--- src/rtl/color_detect_pkg.sv ---
// rtl/color_detect_pkg.sv - shared widths and tag type for the color-detect divider path
package color_detect_pkg;

  localparam int DIV_OPERAND_W = 9;
  localparam int DIV_RESULT_W  = 16;
  localparam int DIV_FUNC_W    = 2;

  // Widest owner tag needed for up to four requesters; narrower owners are zero-extended.
  localparam int DIV_TAG_MAX_W = 2;

  typedef struct packed {
    logic                     valid;
    logic [DIV_TAG_MAX_W-1:0] tag;
  } div_tag_t;

  // Owner-tag width for n requesters, never below one bit.
  function automatic int tag_width(input int n);
    return (n > 2) ? $clog2(n) : 1;
  endfunction

endpackage

--- src/rtl/rr_arbiter.sv ---
// rtl/rr_arbiter.sv - round-robin arbiter with one-hot grant and last-grant pointer
module rr_arbiter
  import color_detect_pkg::*;
#(
  parameter int N = 2
) (
  input  logic         i_clk,
  input  logic         i_rstn,
  input  logic [N-1:0] req,
  input  logic         advance,
  output logic [N-1:0] grant
);

  localparam int PTR_W = tag_width(N);

  logic [PTR_W-1:0] last_grant;
  logic [PTR_W-1:0] grant_idx;

  // Search from last_grant+1 upward, wrapping, and pick the first valid request.
  always_comb begin
    int         idx;
    logic       found;
    logic [PTR_W-1:0] sel;
    grant     = '0;
    grant_idx = last_grant;
    found     = 1'b0;
    idx       = 0;
    sel       = '0;
    for (int k = 1; k <= N; k++) begin
      idx = (int'(last_grant) + k) % N;
      sel = PTR_W'(idx);
      if (!found && req[sel]) begin
        grant[sel] = 1'b1;
        grant_idx  = sel;
        found      = 1'b1;
      end
    end
  end

  // Pointer moves only when the granted request is actually taken.
  always_ff @(posedge i_clk or negedge i_rstn) begin
    if (!i_rstn) begin
      last_grant <= PTR_W'(N - 1);
    end else if (advance) begin
      last_grant <= grant_idx;
    end
  end

endmodule

--- src/rtl/hue_div_sched.sv ---
// rtl/hue_div_sched.sv - shares one pipelined hue divider between several requesters
module hue_div_sched
  import color_detect_pkg::*;
#(
  parameter int NUM_REQ        = 2,
  parameter int DIVIDE_LATENCY = 16,
  parameter int TAG_W          = tag_width(NUM_REQ)
) (
  input  logic                              i_clk,
  input  logic                              i_rstn,
  input  logic [NUM_REQ-1:0]                i_req_valid,
  output logic [NUM_REQ-1:0]                o_req_ready,
  input  logic [NUM_REQ*DIV_OPERAND_W-1:0]  i_req_dividend,
  input  logic [NUM_REQ*DIV_OPERAND_W-1:0]  i_req_divisor,
  input  logic [NUM_REQ*DIV_FUNC_W-1:0]     i_req_function,
  output logic [DIV_OPERAND_W-1:0]          o_div_dividend,
  output logic [DIV_OPERAND_W-1:0]          o_div_divisor,
  output logic [DIV_FUNC_W-1:0]             o_div_function,
  output logic                              o_div_valid,
  input  logic [DIV_RESULT_W-1:0]           i_div_data,
  input  logic                              i_div_valid,
  output logic [NUM_REQ*DIV_RESULT_W-1:0]   o_res_data,
  output logic [NUM_REQ-1:0]                o_res_valid,
  output logic                              o_idle,
  output logic                              o_err
);

  localparam int CNT_W = $clog2(DIVIDE_LATENCY + 2);

  logic [NUM_REQ-1:0]              grant;
  logic [NUM_REQ-1:0]              handshake;
  logic                            issue;
  logic [TAG_W-1:0]                owner;
  logic [TAG_W-1:0]                issue_tag;
  div_tag_t                        tag_pipe [DIVIDE_LATENCY];
  div_tag_t                        tail;
  logic                            retire_ok;
  logic [NUM_REQ*DIV_RESULT_W-1:0] res_hold;
  logic [CNT_W-1:0]                inflight;

  rr_arbiter #(.N(NUM_REQ)) u_arb (
    .i_clk   (i_clk),
    .i_rstn  (i_rstn),
    .req     (i_req_valid),
    .advance (issue),
    .grant   (grant)
  );

  // Grants never leak out while the block is held in reset.
  assign o_req_ready = grant & {NUM_REQ{i_rstn}};
  assign handshake   = i_req_valid & o_req_ready;
  assign issue       = |handshake;

  // Encode the one-hot winner into an owner index.
  always_comb begin
    owner = '0;
    for (int i = 0; i < NUM_REQ; i++) begin
      if (handshake[i]) owner = TAG_W'(i);
    end
  end

  // Register the winning operands onto the divider; zero the bus when nothing issues.
  always_ff @(posedge i_clk or negedge i_rstn) begin
    if (!i_rstn) begin
      o_div_valid    <= 1'b0;
      o_div_dividend <= '0;
      o_div_divisor  <= '0;
      o_div_function <= '0;
      issue_tag      <= '0;
    end else begin
      o_div_valid <= issue;
      issue_tag   <= issue ? owner : '0;
      if (issue) begin
        o_div_dividend <= i_req_dividend[int'(owner)*DIV_OPERAND_W +: DIV_OPERAND_W];
        o_div_divisor  <= i_req_divisor[int'(owner)*DIV_OPERAND_W +: DIV_OPERAND_W];
        o_div_function <= i_req_function[int'(owner)*DIV_FUNC_W +: DIV_FUNC_W];
      end else begin
        o_div_dividend <= '0;
        o_div_divisor  <= '0;
        o_div_function <= '0;
      end
    end
  end

  // Owner tags travel alongside the divider so the tail lines up with i_div_valid.
  always_ff @(posedge i_clk or negedge i_rstn) begin
    if (!i_rstn) begin
      for (int k = 0; k < DIVIDE_LATENCY; k++) tag_pipe[k] <= '0;
    end else begin
      tag_pipe[0] <= '{valid: o_div_valid, tag: DIV_TAG_MAX_W'(issue_tag)};
      for (int k = 1; k < DIVIDE_LATENCY; k++) tag_pipe[k] <= tag_pipe[k-1];
    end
  end

  assign tail      = tag_pipe[DIVIDE_LATENCY-1];
  assign retire_ok = i_div_valid & tail.valid;

  // Steer the strobe to the owner and bypass the fresh result onto its slice.
  always_comb begin
    o_res_valid = '0;
    o_res_data  = res_hold;
    for (int i = 0; i < NUM_REQ; i++) begin
      if (retire_ok && (tail.tag == DIV_TAG_MAX_W'(i))) begin
        o_res_valid[i]                               = 1'b1;
        o_res_data[i*DIV_RESULT_W +: DIV_RESULT_W]   = i_div_data;
      end
    end
  end

  // Each slice keeps the last result delivered to that requester.
  always_ff @(posedge i_clk or negedge i_rstn) begin
    if (!i_rstn) begin
      res_hold <= '0;
    end else begin
      res_hold <= o_res_data;
    end
  end

  // Sticky flag whenever the divider's valid disagrees with the expected tail.
  always_ff @(posedge i_clk or negedge i_rstn) begin
    if (!i_rstn) begin
      o_err <= 1'b0;
    end else if (i_div_valid != tail.valid) begin
      o_err <= 1'b1;
    end
  end

  // Count operations between issue and tail retirement, delivered or lost.
  always_ff @(posedge i_clk or negedge i_rstn) begin
    if (!i_rstn) begin
      inflight <= '0;
    end else begin
      case ({issue, tail.valid})
        2'b10:   inflight <= inflight + 1'b1;
        2'b01:   inflight <= inflight - 1'b1;
        default: inflight <= inflight;
      endcase
    end
  end

  assign o_idle = (inflight == '0);

endmodule
--- config.mk ---
export PLATFORM = sky130hd
export DESIGN_NAME = hue_div_sched
export DESIGN_NICKNAME = d
export VERILOG_FILES = /design/src/rtl/color_detect_pkg.sv /design/src/rtl/rr_arbiter.sv /design/src/rtl/hue_div_sched.sv
export SDC_FILE = /design/constraint.sdc
export NUM_CORES = 1
export LEC_CHECK = 0
export CAP_MARGIN = 20
export CORE_ASPECT_RATIO = 1.75
export CORE_MARGIN = 2
export CORE_UTILIZATION = 40
export DETAILED_ROUTE_END_ITERATION = 8
export PLACE_DENSITY = 0.83
export SLEW_MARGIN = 25
export SYNTH_ARGS = -nofsm -noshare
export SYNTH_HDL_FRONTEND = slang
export SYNTH_SLANG_ARGS = --single-unit
--- constraint.sdc ---
create_clock -name i_clk -period 3 [get_ports i_clk]
set_clock_uncertainty 0.2 [all_clocks]
set_input_delay 0.6 -clock i_clk [delete_from_list [all_inputs] [get_ports i_clk]]
set_output_delay 0.6 -clock i_clk [all_outputs]
set_load 0.01 [all_outputs]
==> results of run 1 <==
## state kept, by name, indices dropped and copies added, names as in the netlist
| signal | flops |
|---|---|
| o_div_dividend | 9 |
| o_div_function | 2 |
| o_err | 1 |
| tag_pipe | 32 |
| o_div_divisor | 9 |
| res_hold | 32 |
| o_div_valid | 1 |
| inflight | 5 |
| issue_tag | 1 |
| u_arb.last_grant | 1 |
## per-stage QoR
step                total power [W]  TNS, ns  utilization (%)  hold WS (ns)  cell area, um^2
CTS                         0.00352   -0.267             61.3        0.0590             5060
global route                0.00363        0             60.2        0.0715             4970
global placement            0.00234    -4.31             57.0         0.136             4710
finish                      0.00346        0             60.2        0.0613             4970
floorplan                   0.00193        0                -         0.104             3370
detailed placement          0.00237    -4.66             57.0         0.136             4710
## per-layer routing
layer | up-vias | global-route usage, % | routed length, um
met4 | 0 | 8.98 | 274
li1 | 1093 | - | -
met3 | 20 | 5.56 | 459
met1 | 1137 | 20.6 | 2850
met5 | - | 0 | 0
met2 | 98 | 27.8 | 3910
## cell usage in the layout, fill, tap and decap left out, types with 2 or more instances in the layout
cell type	n
xor2_1	4
bufinv_16	2
clkdlybuf4s50_1	84
dlygate4sd2_1	7
clkbuf_2	23
a21oi_1	23
inv_1	6
dfrtp_1	92
buf_12	4
clkdlybuf4s15_1	2
clkbuf_16	9
mux2_2	33
o211ai_1	2
nor2b_1	2
ha_1	4
nor2_1	4
nand2_1	45
inv_6	2
nand2b_1	3
buf_4	11
dlymetal6s2s_1	2
## power groups by stage
stage,clock network (W),registers (W),logic [W]
after floorplan,0,0.00151,0.000418
after global placement,0,0.00154,0.000792
after detailed placement,0,0.00156,0.000819
after CTS,0.00122,0.00153,0.000761
after global routing,0.00128,0.00156,0.000795
final,0.00120,0.00153,0.000726
## layout make-up
cell class                 count  area [um^2]  share of cell area (%)
clock buffer                  10          229                    4.61
inverter                       6         22.5                   0.453
clock inverter                 6         93.8                    1.89
tap                           92          115                    2.32
timing repair buffer         133         1220                    24.6
sequential                    93         2330                    46.9
multi-input combinational    139          956                    19.2
## cells by family after synthesis
| kind of cell | after synthesis | share of synthesized area [%] |
|---|---|---|
| DFF | 93 | 69.2 |
| and+or+nand+nor | 61 | 7.88 |
| AOI/OAI and AO/OA | 35 | 6.06 |
| muxes | 33 | 11.0 |
| buffers and inverters | 19 | 2.68 |
| xor gates and xnor gates | 5 | 1.30 |
| adders and majority gates | 5 | 1.86 |
## path summary, 6_finish.rpt
check,from,end
worst min register to register,tag_pipe[33]$_DFF_PN0_,tag_pipe[30]$_DFF_PN0_
max in group asynchronous,i_rstn,o_div_dividend[2]$_DFF_PN0_
worst max register to register,tag_pipe[2]$_DFF_PN0_,inflight[4]$_DFFE_PN0P_
worst max-delay path,i_div_valid,o_res_data[1]
min in group i_clk,tag_pipe[33]$_DFF_PN0_,tag_pipe[30]$_DFF_PN0_
worst min-delay path,i_rstn,tag_pipe[14]$_DFF_PN0_
## timing repair
item | 4_1_cts | 5_1_grt
endpoints found under the setup margin | 32 | 28
buffers inserted | 4 | 0
resized for setup | 46 | 38
==> flow_summary.ini, run 1 <==
[sta]
finalHoldViolCount = 0
rsz0062_at_grt = no
max_clock_freq_mhz = 338
fin_crit_ns = 2.96
maxSlewViolCount = 0
slew-limit-headroom_pct = 49.4
setup_viol = 0
tightest_slew_ns = 0.759
post-route-period-util_pct = 98.7
finalWorstSetupSlack_ns = 0.0402

[yosys]
yosys_most_used_dff = dfrtp_1
yosys_warnings = 0
synth_cells = 251
ys_ff_latch = 93
yosysTopAreaCell = dfrtp_1
yosysSeqAreaShare_pct = 69.2
syn_nets = 317
synth_most_common_cell = dfrtp_1
avgSynthCellArea_um2 = 13.4
syn-cell-area_um2 = 3370
synthDistinctLibCells = 31
synth_top_cell_area_share_pct = 68.4
yosys-top-cells-count = 92 x dfrtp_1, 46 x nand2_1, 33 x mux2_2
yosys-top-cells-area = dfrtp_1 68%, mux2_2 11%, nand2_1 5.1%
async_flop_share_pct = 100
synth_edf_count = 0

[global_routing]
grt_usage_pct = 17.4
grt_pass1_vias = 2502
overflow = 0
antenna_found_initial = 0
grt_pass1_wl_um = 12000
grt_max_degree = 63

[die]
die-height_um = 125
die_area_um2 = 9190
die_w_um = 73.3
rows = 44
coreArea_um2 = 8260
pin_count = 120
initial_core_util_pct = 40.8

[worst_setup_path]
start_kind = input pin
path_delay_family = buffers and inverters
cpPeakStageDelay_ns = 0.46
r2r_slack_ns = 0.94
r2r_cells = 7
cp.required_ns = 2.20
cp_data_arrival_time_ns = 2.16
worst_path_max_delay_cell = clkdlybuf4s50_1
endpoint_kind = primary output
path_cells = clkdlybuf4s50_1 > ha_2 > nand2b_1 > buf_12 > buf_4 > mux2_2 > dlygate4sd2_1
cp.depth = 7
crit_path_max_fanout = 5
critPathKind = input pin to primary output
path_buf_inv = 4

[finish]
nFillCells = 642
drive_gt1_share_pct = 24.3
fin_nets = 448
insertedDiodeCount = 0
stdcell_count = 479
syn_to_final_growth_pct = 47.7

[routing]
wl_um = 7490
dr_total_vias = 2348
wl_per_cell_um = 15.6
drt-initial-drc-count = 152
firstDrtPassIters = 4
drc = 0
viasPerCell = 4.90
ant_nets = 0

[place]
dpl.hpwl_um = 5540
port_buffers = 119
place.gp.congestion = 0.810
place_inst = 459
pre_cts_ws_ns = -0.162

[power]
powerDensity_nw_per_um2 = 695
internal_power_w = 0.00256
seqPwrFrac_pct = 44.4
p_switching_w = 0.000892
comb_power_share_pct = 21.0
peakVddDrop_mv = 0.394
leakagePower_nw = 2.36
p_clk_share_pct = 34.6
swShare_pct = 25.8

[min_path]
hp-class = input pin to async pin

[cts]
cts_tree = yes
cts-root-buf = clkbuf_16
cts.reportedPaths.clkPinSlew_ns = 0.07
clkLatencyLatePin_ns = 0.33
cts_buffer_depth = 2
cts_sinks = 93
postCtsHoldBufs = 0
cts_max_level = 3
cts_buffers = 9

[job]
drv_cap = 0

[outcome]
status = finished, final reports clean
No activity file was read; power rests on OpenSTA's default activity.
==> inputs of run 2 (changes only) <==
- clock period: 3 -> 3.6 ns (I/O delays scaled with it)
==> run 2 against run 1 <==
Combinational power fell by 7.6%. Sequential cell count unchanged. First-iteration DRC count shrank 42%. Final cell count down 1.5%. Critical path depth decreased by 1. Highest routed layer unchanged.
==> flow_summary.ini, run 2 (same netlist as run 1, synthesis figures left out) <==
[die]
pin_count = 120
die_area_um2 = 9190
rows = 44
initial_core_util_pct = 40.8
die-height_um = 125
die_w_um = 73.3
coreArea_um2 = 8260

[cts]
post_cts.repair.setup_buffers = 0
cts_buffers = 9
postCtsHoldBufs = 0
cts-root-buf = clkbuf_16
cts_tree = yes
clkLatencyLatePin_ns = 0.33
cts_resized = 0
cts.reportedPaths.clkPinSlew_ns = 0.06
cts_sinks = 93
cts_buffer_depth = 2
cts_max_level = 3

[routing]
firstDrtPassIters = 4
drt-initial-drc-count = 88
drc = 0
viasPerCell = 4.84
wl_per_cell_um = 15.0
dr_total_vias = 2286
ant_nets = 0
wl_um = 7080

[sta]
max_clock_freq_mhz = 294
slew-limit-headroom_pct = 52.8
rsz0062_at_grt = no
setup_viol = 0
finalHoldViolCount = 0
holdWs_ns = 0.0256
maxSlewViolCount = 0
tightest_slew_ns = 0.708
post-route-period-util_pct = 94.3
fin_crit_ns = 3.40
tns_ns = 0

[finish]
seq_area_um2 = 2330
insertedDiodeCount = 0
final_core_util_pct = 60.6
final_cell_mix = 118 x clkdlybuf4s50_1, 92 x dfrtp_1, 46 x nand2_1
drive_gt1_share_pct = 16.3
top_regs = res_hold x32, tag_pipe x32
stdcell_count = 472
nFillCells = 645
multi_input_area_um2 = 951
syn_to_final_growth_pct = 48.6
layout_commonest_cell = clkdlybuf4s50_1
fin_nets = 441

[global_routing]
grt_pass1_vias = 2455
grt_usage_pct = 16.8
grt_max_degree = 84
grt_pass1_wl_um = 11700
overflow = 0
antenna_found_initial = 0

[worst_setup_path]
start_kind = input pin
critPathKind = input pin to primary output
r2r_cells = 7
cp.required_ns = 2.68
crit-reg2reg-capture = inflight[4]$_DFFE_PN0P_
r2r_start = tag_pipe[2]$_DFF_PN0_
endpoint_kind = primary output
cp_data_arrival_time_ns = 2.48
r2r_slack_ns = 1.51
crit_path_max_fanout = 17

[place]
place.gp.congestion = 0.818
dpl.hpwl_um = 5310
place_inst = 456
port_buffers = 119

[outcome]
status = finished, final reports clean

[power]
internal_power_w = 0.00220
swShare_pct = 24.7
peakVddDrop_mv = 0.325
seqPwrFrac_pct = 43.7
p_clk_share_pct = 33.4
total_power_w = 0.00292
leakagePower_nw = 2.26
p_switching_w = 0.000723
comb_power_share_pct = 23.0
powerDensity_nw_per_um2 = 584

[min_path]
hp-class = input pin to async pin

[job]
drv_cap = 0
==> run 2: worst max-delay path, stage by stage <==
cell             delay [ns]
clkdlybuf4s50_1        0.41
ha_1                   0.21
nand2b_1               0.12
buf_12                 0.17
mux2_2                 0.35
clkdlybuf4s50_1        0.50
==> run 2: layout make-up <==
type,instances,share of cell area (%)
flip-flops and latches,93,46.5
repair buffers,126,25.4
multi-input cells,139,19.0
clock buffers,10,4.58
well taps,92,2.30
clock inverters,6,1.73
inverters,6,0.450
==> run 2: through the flow <==
step	worst slack [ns]	instance area [um^2]
6_report	0.204	5000
5_1_grt	0.125	5000
4_1_cts	0.190	5000
3_5_place_dp	0.199	4680
3_3_place_gp	0.203	4680
2_1_floorplan	0.821	3370
==> run 2: worst max-delay path by stage <==
stage                              start                 endpoint  slack, ns  depth (start not counted)
final                        i_div_valid            o_res_data[6]       0.20                          6
after global routing         i_div_valid            o_res_data[6]       0.12                          6
after CTS                    i_div_valid            o_res_data[6]       0.19                          6
after detailed placement     i_div_valid            o_res_data[6]       0.20                          6
after global placement       i_div_valid            o_res_data[6]       0.20                          6
after floorplan           i_req_valid[1]  inflight[4]$_DFFE_PN0P_       0.82                         10
==> run 2: power groups by stage <==
stage               logic [W]  clock network, W  registers (W)
floorplan            0.000349                 0        0.00126
finish               0.000671          0.000976        0.00128
global route         0.000735           0.00105        0.00130
global placement     0.000655                 0        0.00129
detailed placement   0.000680                 0        0.00129
CTS                  0.000682           0.00100        0.00128
==> run 2: per-layer routing <==
layer	global-route usage [%]	part of all wire, %	wire length (um)
met1	19.8	38	2700
met2	27.8	52	3680
met3	5.64	7.2	508
met4	6.95	2.6	182
met5	0	0	0
